<file path="src/rtl/id_stage.sv">
// id_stage: decode-and-operand stage for the nyakuo core.
// Decodes the RV32I shift/logic subset, reads operands from a 31x32
// register file and registers the result into a single output slot.
// Optional feature macro: ID_WB_FORWARD_EN (writeback-to-operand bypass).

package nyakuo_pkg;
  typedef enum logic [3:0] {
    SLL, SRL, SRA, XOR, OR, AND,
    SLLI, SRLI, SRAI, XORI, ORI, ANDI
  } instruction;
endpackage

module id_stage
  import nyakuo_pkg::*;
(
  input  logic              clk_i,
  input  logic              rst_ni,
  input  logic              in_valid_i,
  output logic              in_ready_o,
  input  logic [31:0]       instr_i,
  output logic              valid_o,
  input  logic              ready_i,
  output instruction        inst_o,
  output logic [31:0]       operand_a_o,
  output logic [31:0]       operand_b_o,
  output logic [4:0]        rd_o,
  output logic              illegal_o,
  input  logic              wb_we_i,
  input  logic [4:0]        wb_addr_i,
  input  logic [31:0]       wb_data_i
);

  logic [31:0] rf_q [31:1];
  logic [31:0] rf_d [31:1];

  logic        valid_q, valid_d;
  logic        illegal_q, illegal_d;
  instruction  inst_q, inst_d;
  logic [31:0] opa_q, opa_d;
  logic [31:0] opb_q, opb_d;
  logic [4:0]  rd_q, rd_d;

  logic [6:0]  opcode, f7;
  logic [2:0]  f3;
  logic [4:0]  rs1, rs2;
  logic        legal;
  instruction  dec_op;
  logic        use_shamt, use_simm;
  logic [31:0] rs1_val, rs2_val;
  logic        accept;

  assign opcode = instr_i[6:0];
  assign f3     = instr_i[14:12];
  assign f7     = instr_i[31:25];
  assign rs1    = instr_i[19:15];
  assign rs2    = instr_i[24:20];

  assign in_ready_o = !valid_q || ready_i;
  assign accept     = in_valid_i && in_ready_o;

  // Decode opcode/funct fields into an operation and operand-B source.
  always_comb begin
    legal     = 1'b0;
    dec_op    = SLL;
    use_shamt = 1'b0;
    use_simm  = 1'b0;
    case (opcode)
      7'b0110011: begin
        case (f3)
          3'b001: begin legal = (f7 == 7'b0000000); dec_op = SLL; end
          3'b101: begin
            if (f7 == 7'b0000000)      begin legal = 1'b1; dec_op = SRL; end
            else if (f7 == 7'b0100000) begin legal = 1'b1; dec_op = SRA; end
          end
          3'b100: begin legal = (f7 == 7'b0000000); dec_op = XOR; end
          3'b110: begin legal = (f7 == 7'b0000000); dec_op = OR;  end
          3'b111: begin legal = (f7 == 7'b0000000); dec_op = AND; end
          default: ;
        endcase
      end
      7'b0010011: begin
        case (f3)
          3'b001: begin legal = (f7 == 7'b0000000); dec_op = SLLI; use_shamt = 1'b1; end
          3'b101: begin
            use_shamt = 1'b1;
            if (f7 == 7'b0000000)      begin legal = 1'b1; dec_op = SRLI; end
            else if (f7 == 7'b0100000) begin legal = 1'b1; dec_op = SRAI; end
          end
          3'b100: begin legal = 1'b1; dec_op = XORI; use_simm = 1'b1; end
          3'b110: begin legal = 1'b1; dec_op = ORI;  use_simm = 1'b1; end
          3'b111: begin legal = 1'b1; dec_op = ANDI; use_simm = 1'b1; end
          default: ;
        endcase
      end
      default: ;
    endcase
  end

  // Register file read ports; x0 is hardwired to zero.
  always_comb begin
    rs1_val = (rs1 == 5'd0) ? '0 : rf_q[rs1];
    rs2_val = (rs2 == 5'd0) ? '0 : rf_q[rs2];
`ifdef ID_WB_FORWARD_EN
    if (wb_we_i && (wb_addr_i == rs1) && (rs1 != 5'd0)) rs1_val = wb_data_i;
    if (wb_we_i && (wb_addr_i == rs2) && (rs2 != 5'd0)) rs2_val = wb_data_i;
`endif
  end

  // Register file write port; writes to x0 are dropped.
  always_comb begin
    rf_d = rf_q;
    if (wb_we_i && (wb_addr_i != 5'd0)) rf_d[wb_addr_i] = wb_data_i;
  end

  // Output slot: load on legal accept, drain on consume, hold otherwise.
  always_comb begin
    valid_d   = valid_q;
    inst_d    = inst_q;
    opa_d     = opa_q;
    opb_d     = opb_q;
    rd_d      = rd_q;
    illegal_d = accept && !legal;
    if (valid_q && ready_i) valid_d = 1'b0;
    if (accept && legal) begin
      valid_d = 1'b1;
      inst_d  = dec_op;
      opa_d   = rs1_val;
      rd_d    = instr_i[11:7];
      if (use_shamt)     opb_d = {27'd0, instr_i[24:20]};
      else if (use_simm) opb_d = {{20{instr_i[31]}}, instr_i[31:20]};
      else               opb_d = rs2_val;
    end
  end

  // State registers.
  always_ff @(posedge clk_i or negedge rst_ni) begin
    if (!rst_ni) begin
      valid_q   <= 1'b0;
      illegal_q <= 1'b0;
      inst_q    <= SLL;
      opa_q     <= '0;
      opb_q     <= '0;
      rd_q      <= '0;
      for (int unsigned i = 1; i < 32; i++) rf_q[i] <= '0;
    end else begin
      valid_q   <= valid_d;
      illegal_q <= illegal_d;
      inst_q    <= inst_d;
      opa_q     <= opa_d;
      opb_q     <= opb_d;
      rd_q      <= rd_d;
      rf_q      <= rf_d;
    end
  end

  assign valid_o     = valid_q;
  assign illegal_o   = illegal_q;
  assign inst_o      = inst_q;
  assign operand_a_o = opa_q;
  assign operand_b_o = opb_q;
  assign rd_o        = rd_q;

endmodule

</file>
<file path="config.mk">
export PLATFORM = sky130hd
export DESIGN_NAME = id_stage
export DESIGN_NICKNAME = d
export VERILOG_FILES = /design/src/rtl/id_stage.sv
export SDC_FILE = /design/constraint.sdc
export NUM_CORES = 2
export LEC_CHECK = 0
export ABC_CLOCK_PERIOD_IN_PS = 1850
export BUFFER_PORTS_ARGS = -buffer_cell sky130_fd_sc_hd__buf_2
export CELL_PAD_IN_SITES_DETAIL_PLACEMENT = 0
export CELL_PAD_IN_SITES_GLOBAL_PLACEMENT = 1
export CORE_MARGIN = 4
export CORE_UTILIZATION = 35
export CTS_BUF_LIST = sky130_fd_sc_hd__clkbuf_8 sky130_fd_sc_hd__clkbuf_16
export CTS_CLUSTER_SIZE = 40
export DETAILED_ROUTE_END_ITERATION = 6
export GPL_TIMING_DRIVEN = 0
export PLACE_DENSITY_LB_ADDON = 0.3
export RECOVER_POWER = 50
export SYNTH_ARGS = -nofsm -noshare
export SYNTH_HDL_FRONTEND = slang
export SYNTH_SLANG_ARGS = --single-unit
</file>
<file path="constraint.sdc">
create_clock -name clk_i -period 1.85 [get_ports clk_i]
set_input_delay 0.185 -clock clk_i [delete_from_list [all_inputs] [get_ports clk_i]]
set_output_delay 0.185 -clock clk_i [all_outputs]
set_load 0.01 [all_outputs]
</file>
# Yosys cells after proc, flatten, opt, wreduce, memory -nomap -nowiden
# Cells that the tools add are included.
[word_totals] input_bits=74 reg_bits=1067
[classes] muxes=29 eq_ne=8 n_reduce_logical=17 order_cmp=4
[ops] operator="$bwmux W992" count=1
[ops] operator="$bmux W32 S5" count=2
[ops] operator="$mux W32" count=7
[ops] operator="$demux W32 S5" count=1
[ops] operator="$pmux W4 S5" count=1
[ops] operator="$lt A5 B6 Y1 const B" count=3
[ops] operator="$eq A7 B6 Y1 const B" count=2
[ops] operator="$eq A3 B3 Y1 const B" count=4
[ops] operator="$pmux W3 S4" count=1
[ops] operator="$logic_not A5 Y1" count=2
[ops] operator="$mux W1" count=8
[ops] operator="$mux W4" count=2
[ops] operator="$pmux W4 S2" count=1
[ops] operator="$eq A7 B5 Y1 const B" count=1
[ops] operator="$logic_not A7 Y1" count=1
[ops] operator="$logic_and A1 B1 Y1" count=6
[ops] operator="$ge A5 B1 Y1 const B" count=1
[ops] operator="$reduce_bool A5 Y1" count=1
[ops] operator="$mux W2" count=2
[ops] operator="$pmux W1 S2" count=2
[ops] operator="$reduce_or A4 Y1" count=1
[ops] operator="$eq A3 B1 Y1 const B" count=1
[ops] operator="$pmux W1 S3" count=1
[ops] operator="$reduce_or A3 Y1" count=1
[ops] operator="4 further kinds" count=5

# Longest topological paths before layout
[depth] depth_word=7 mapped_depth=11 mapped_depth_nobuf=6

# Worst setup path before layout
# Ideal clock, no wire load.
[synth_path] path_type="in2reg" startpoint="in instr_i[20]" endpoint="reg opb_q[12], in the netlist operand_b_o[12]" path_stages=8 path_buffers=3 arrival_time_ns=2.278 required_time_ns=1.716 setup_ns=0.134 path_slack_ns=-0.561 path_cell_list="buf_2 -> buf_2 -> buf_1 -> mux4_2 -> a21oi_1 -> o21ai_0 -> a2111oi_0 -> o21ai_0"
[synth_between] elab_chain_cells=5 elab_cells_between_ends=6 classes_between="mux (5); reduce/logical (1)"
[synth_lines] element="start, declared" line_no="20" source="input logic [31:0] instr_i,"
[synth_lines] element="$bmux W32 S5" line_no="102" source="rs2_val = (rs2 == 5'd0) ? '0 : rf_q[rs2];"
[synth_lines] element="$mux W32 (implied by the code)" line_no="102"
[synth_lines] element="$mux W32 (*)" line_no="102"
[synth_lines] element="$mux W32 (*)" line_no="130" source="else if (use_simm) opb_d = {{20{instr_i[31]}}, instr_i[31:20]};"
[synth_lines] element="$mux W32 (*)" line_no="129" source="if (use_shamt) opb_d = {27'd0, instr_i[24:20]};"
[synth_lines] element="end signal, assigned" line_no="150" source="opb_q <= opb_d;"
[synth_lines] element="end, declared" line_no="40" source="logic [31:0] opb_q, opb_d;"
# Mark *: on every way between the ends. The rest lies on a longest branch, timed or not. The select of a mux whose other input is x is not followed.
# A chain may end at the register's enable or synchronous reset.

# Final worst setup path
[layout_path] startpoint="in instr_i[24]" endpoint="reg opb_q[6], in the netlist operand_b_o[6]"
# The elaborated chain is that of the path after synthesis.

==> flow_summary.toml <==
[run_status]
status = "complete, but fails checks"
violations = "hold timing, capacitance limit, slew limit, setup timing"

[critical_path]
path_class = "in2reg"
critical-path-slowest-cell = "clkbuf_4"
crit_path_end_kind = "register"
rr_startpoint = "rf_q[79]$_DFFE_PN0P_"
reg2reg_depth = 6
worst_path_most_repeated_cell = "clkbuf_4"
reg2reg_to = "operand_b_o[15]$_DFFE_PN0P_"
critPathBufInv = 3
path_cells = "clkbuf_2 -> nor2b_2 -> clkbuf_4 -> clkbuf_4 -> nand2_1 -> o22ai_1 -> nor4_4 -> a211o_1"
path_delay_family = "buffers and inverters"
slowest_delay_ns = 0.41
worstPathArrival_ns = 2.77
crit_required_ns = 2.49
crit_path_start_kind = "primary input"
cp_max_fo = 10
r2r_slack_ns = -0.25

[place]
hpwl_um = 174000
globalplace.congestion = 0.960
dp.cells = 6197
port-buffer-count = 146

[cts]
cts_tree = "yes"
clock_tree.root_cell = "clkbuf_16"
clk_pin_slew_ns = 0.06
htreeDepth = 3
cts_made_buffers = 121
holdBufCountCts = 59
clock_path_buffers = 3
clock_latency_ns = 0.80
clock-sinks = 1067

[timing]
post-route-period-util_pct = 115
fin_skew_ns = 0.0409
layout_min_cycle_time_ns = 2.13
fmax_mhz = 469
finalSetupViolations = 568
slew_viol_final = 267
tightest_slew_ns = 1.66
layout_setup_ws_ns = -0.281
holdWs_ns = -0.594
hold_viol = 159
max_slew_margin_pct = -10.7
grt_setup_unrepaired = "true"

[cells_and_area]
multi_input_area_mm2 = 0.0289
register_area_mm2 = 0.0267
syn2layout_area_growth_pct = 21.3
drive_gt1_share_pct = 51.4
final_cell_count_no_fill = 6553
n_fill_cell = 14700
fin_nets = 4443

[global_route]
grt_pass1_vias = 41400
track_usage_pct = 29.7
grt_first_pass_wirelength_um = 344000
grt_overflow = 0
grt_start_max_net_pins = 164
antenna_found_initial = 23

[hold_path]
hp-class = "in2async"

[logic_synthesis]
synthFlopType = "dfrtp_1"
synth_warnings = 0
synth-seq-cells = 1067
synth_common_cells = "dfrtp_1 (1067), mux2_2 (1049), mux4_2 (376), clkbuf_1 (271), mux2i_1 (217)"
synth_edf_count = 0
synth.cell_area_mm2 = 0.0558
yosysMostFrequentCell = "dfrtp_1"
yosysTopAreaCellShare_pct = 47.8
synth_top_cell_by_area = "dfrtp_1"
syn_avg_cell_area_um2 = 14.1
synth_fp_nets = 4038
syn_inst = 3964
async_flop_share_pct = 100
ys_seq_area_share_pct = 47.8
synth.area.top_cells = "dfrtp_1 (48%), mux2_2 (21%), mux4_2 (15%), mux2i_1 (3.9%), clkbuf_1 (1.8%)"
netlist-cell-type-count = 54

[detailed_routing]
routedWlPerCell_um = 38.4
first_iter_violations = 5220
drc = 0
dr.pass1.iters = 6
via_per_inst = 6.32
drtAntennaViolNets = 0
drt-total-wl_um = 252000
num_vias = 41400

[floorplanning]
core_mm2 = 0.159
die_x_um = 407
row_count = 146
start_util_pct = 35.2
ioPinCount = 150
die_height_um = 407
die_area_mm2 = 0.166

[power_and_ir_drop]
power.density_mw_per_mm2 = 1040
leakage_nw = 29.7
ir_drop_v = 0.000858

[job]
cap_violations = 2
## registers in the layout (all words and copies together), names as in the netlist
name,cells
rf_q,992
operand_a_o,32
rd_o,5
inst_o,4
illegal_o,1
valid_o,1
operand_b_o,32
## worst max-delay path by stage
stage / startpoint / end / slack [ns] / cells after the start
floorplan: instr_i[27] / operand_b_o[6]$_DFFE_PN0P_ / -0.30 / 7
global placement: rst_ni / operand_b_o[23]$_DFFE_PN0P_ / -24.09 / 1
detailed placement: instr_i[22] / operand_b_o[27]$_DFFE_PN0P_ / -2.98 / 10
CTS: valid_o$_DFFE_PN0P_ / operand_b_o[6]$_DFFE_PN0P_ / -0.29 / 7
global route: rf_q[207]$_DFFE_PN0P_ / operand_b_o[15]$_DFFE_PN0P_ / -0.30 / 6
finish: instr_i[24] / operand_b_o[6]$_DFFE_PN0P_ / -0.28 / 8
## through the flow
stage / setup TNS (ns) / area [um^2] / setup WS [ns] / util [%] / power [mW]
after floorplan: -14.61 / 56100 / -0.303 / - / 39.7
after global placement: - / 59500 / -24.09 / 37.5 / 44.3
after detailed placement: -1057.02 / 59800 / -2.98 / 37.7 / 44.7
after CTS: -3.87 / 67000 / -0.293 / 42.2 / 70.1
after global routing: -50.94 / 67700 / -0.298 / 42.7 / 72.8
final: -59.65 / 67700 / -0.281 / 42.7 / 70.5
## kinds of logic (layout without fill, tap and decap cells)
group / count (synthesis) / after routing / synth area share (%)
compound gates: 370 / 370 / 4.75
buf+inv: 413 / 916 / 2.89
flops: 1067 / 1067 / 47.8
mux: 1642 / 1642 / 40.2
other cells: 0 / 14 / 0
simple gates: 472 / 472 / 4.34
## routing by layer
layer  part of all wire, %  track usage, %  vias to the layer above  wire, um
met2                    43            42.9                     2468    108000
met5                 0.044               0                        -       110
met4                   6.6            17.4                        8     16700
li1                      -               -                    16100         -
met3                    11            9.05                      641     27700
met1                    40            39.3                    22200     99800
## report_power, final
part / total (mW) / internal (mW) / switching (mW) / leakage, nW
combinational: 14.9 / 8.14 / 6.77 / 13.9
sequential: 30.9 / 27.6 / 3.27 / 13.7
clock: 24.7 / 14.0 / 10.7 / 2.12
## layout make-up
class                           count  area share (%)
Multi-Input combinational cell   2484            42.6
Clock inverter                     67           0.806
Tap cell                         2072            3.83
Buffer                            403            4.57
Sequential cell                  1067            39.4
Antenna cell                       14          0.0517
Clock buffer                      154            5.14
Timing Repair Buffer              287            3.50
Inverter                            5          0.0277
## placed cells by master, fill, tap and decap left out, types with 12 or more instances in the layout
cell type      count
o22ai_1           46
clkbuf_16        138
buf_4             64
buf_8             23
a221oi_1          47
a22oi_1           64
nor3b_1           26
buf_6             27
nand2_1          126
o21ai_2           13
mux2i_1          216
buf_12            34
diode_2           14
dlygate4sd3_1     58
nand3_2           21
buf_1             37
dfrtp_1         1067
clkbuf_1         133
clkbuf_4          35
nor2_1            41
clkbuf_2          79
clkbuf_8          53
nor2b_1           18
mux4_2           376
inv_1             37
nand3_1           49
o21ai_0           21
a21oi_1           21
nand2_4           12
o21ai_1           20
clkinv_2          21
or4_4             21
mux2_2          1049
nand2_2           27
buf_2            148
## worst reg2reg max path, cell delays in order (launching register included)
cell	delay (ns)
dfrtp_1	0.39
mux2_2	0.28
a221oi_2	0.30
nor3_2	0.10
a221oi_4	0.52
and3_4	0.35
o21ai_2	0.05
## timing repair
item                                    in CTS  in global routing
pin swaps                                   57                 61
buffers inserted                            32                 23
endpoints found under the setup margin     638                305
gates cloned                                 8                  4
resized for setup                          578                174
hold endpoints to repair                   179                126
Power figures use the tool's default switching activity.
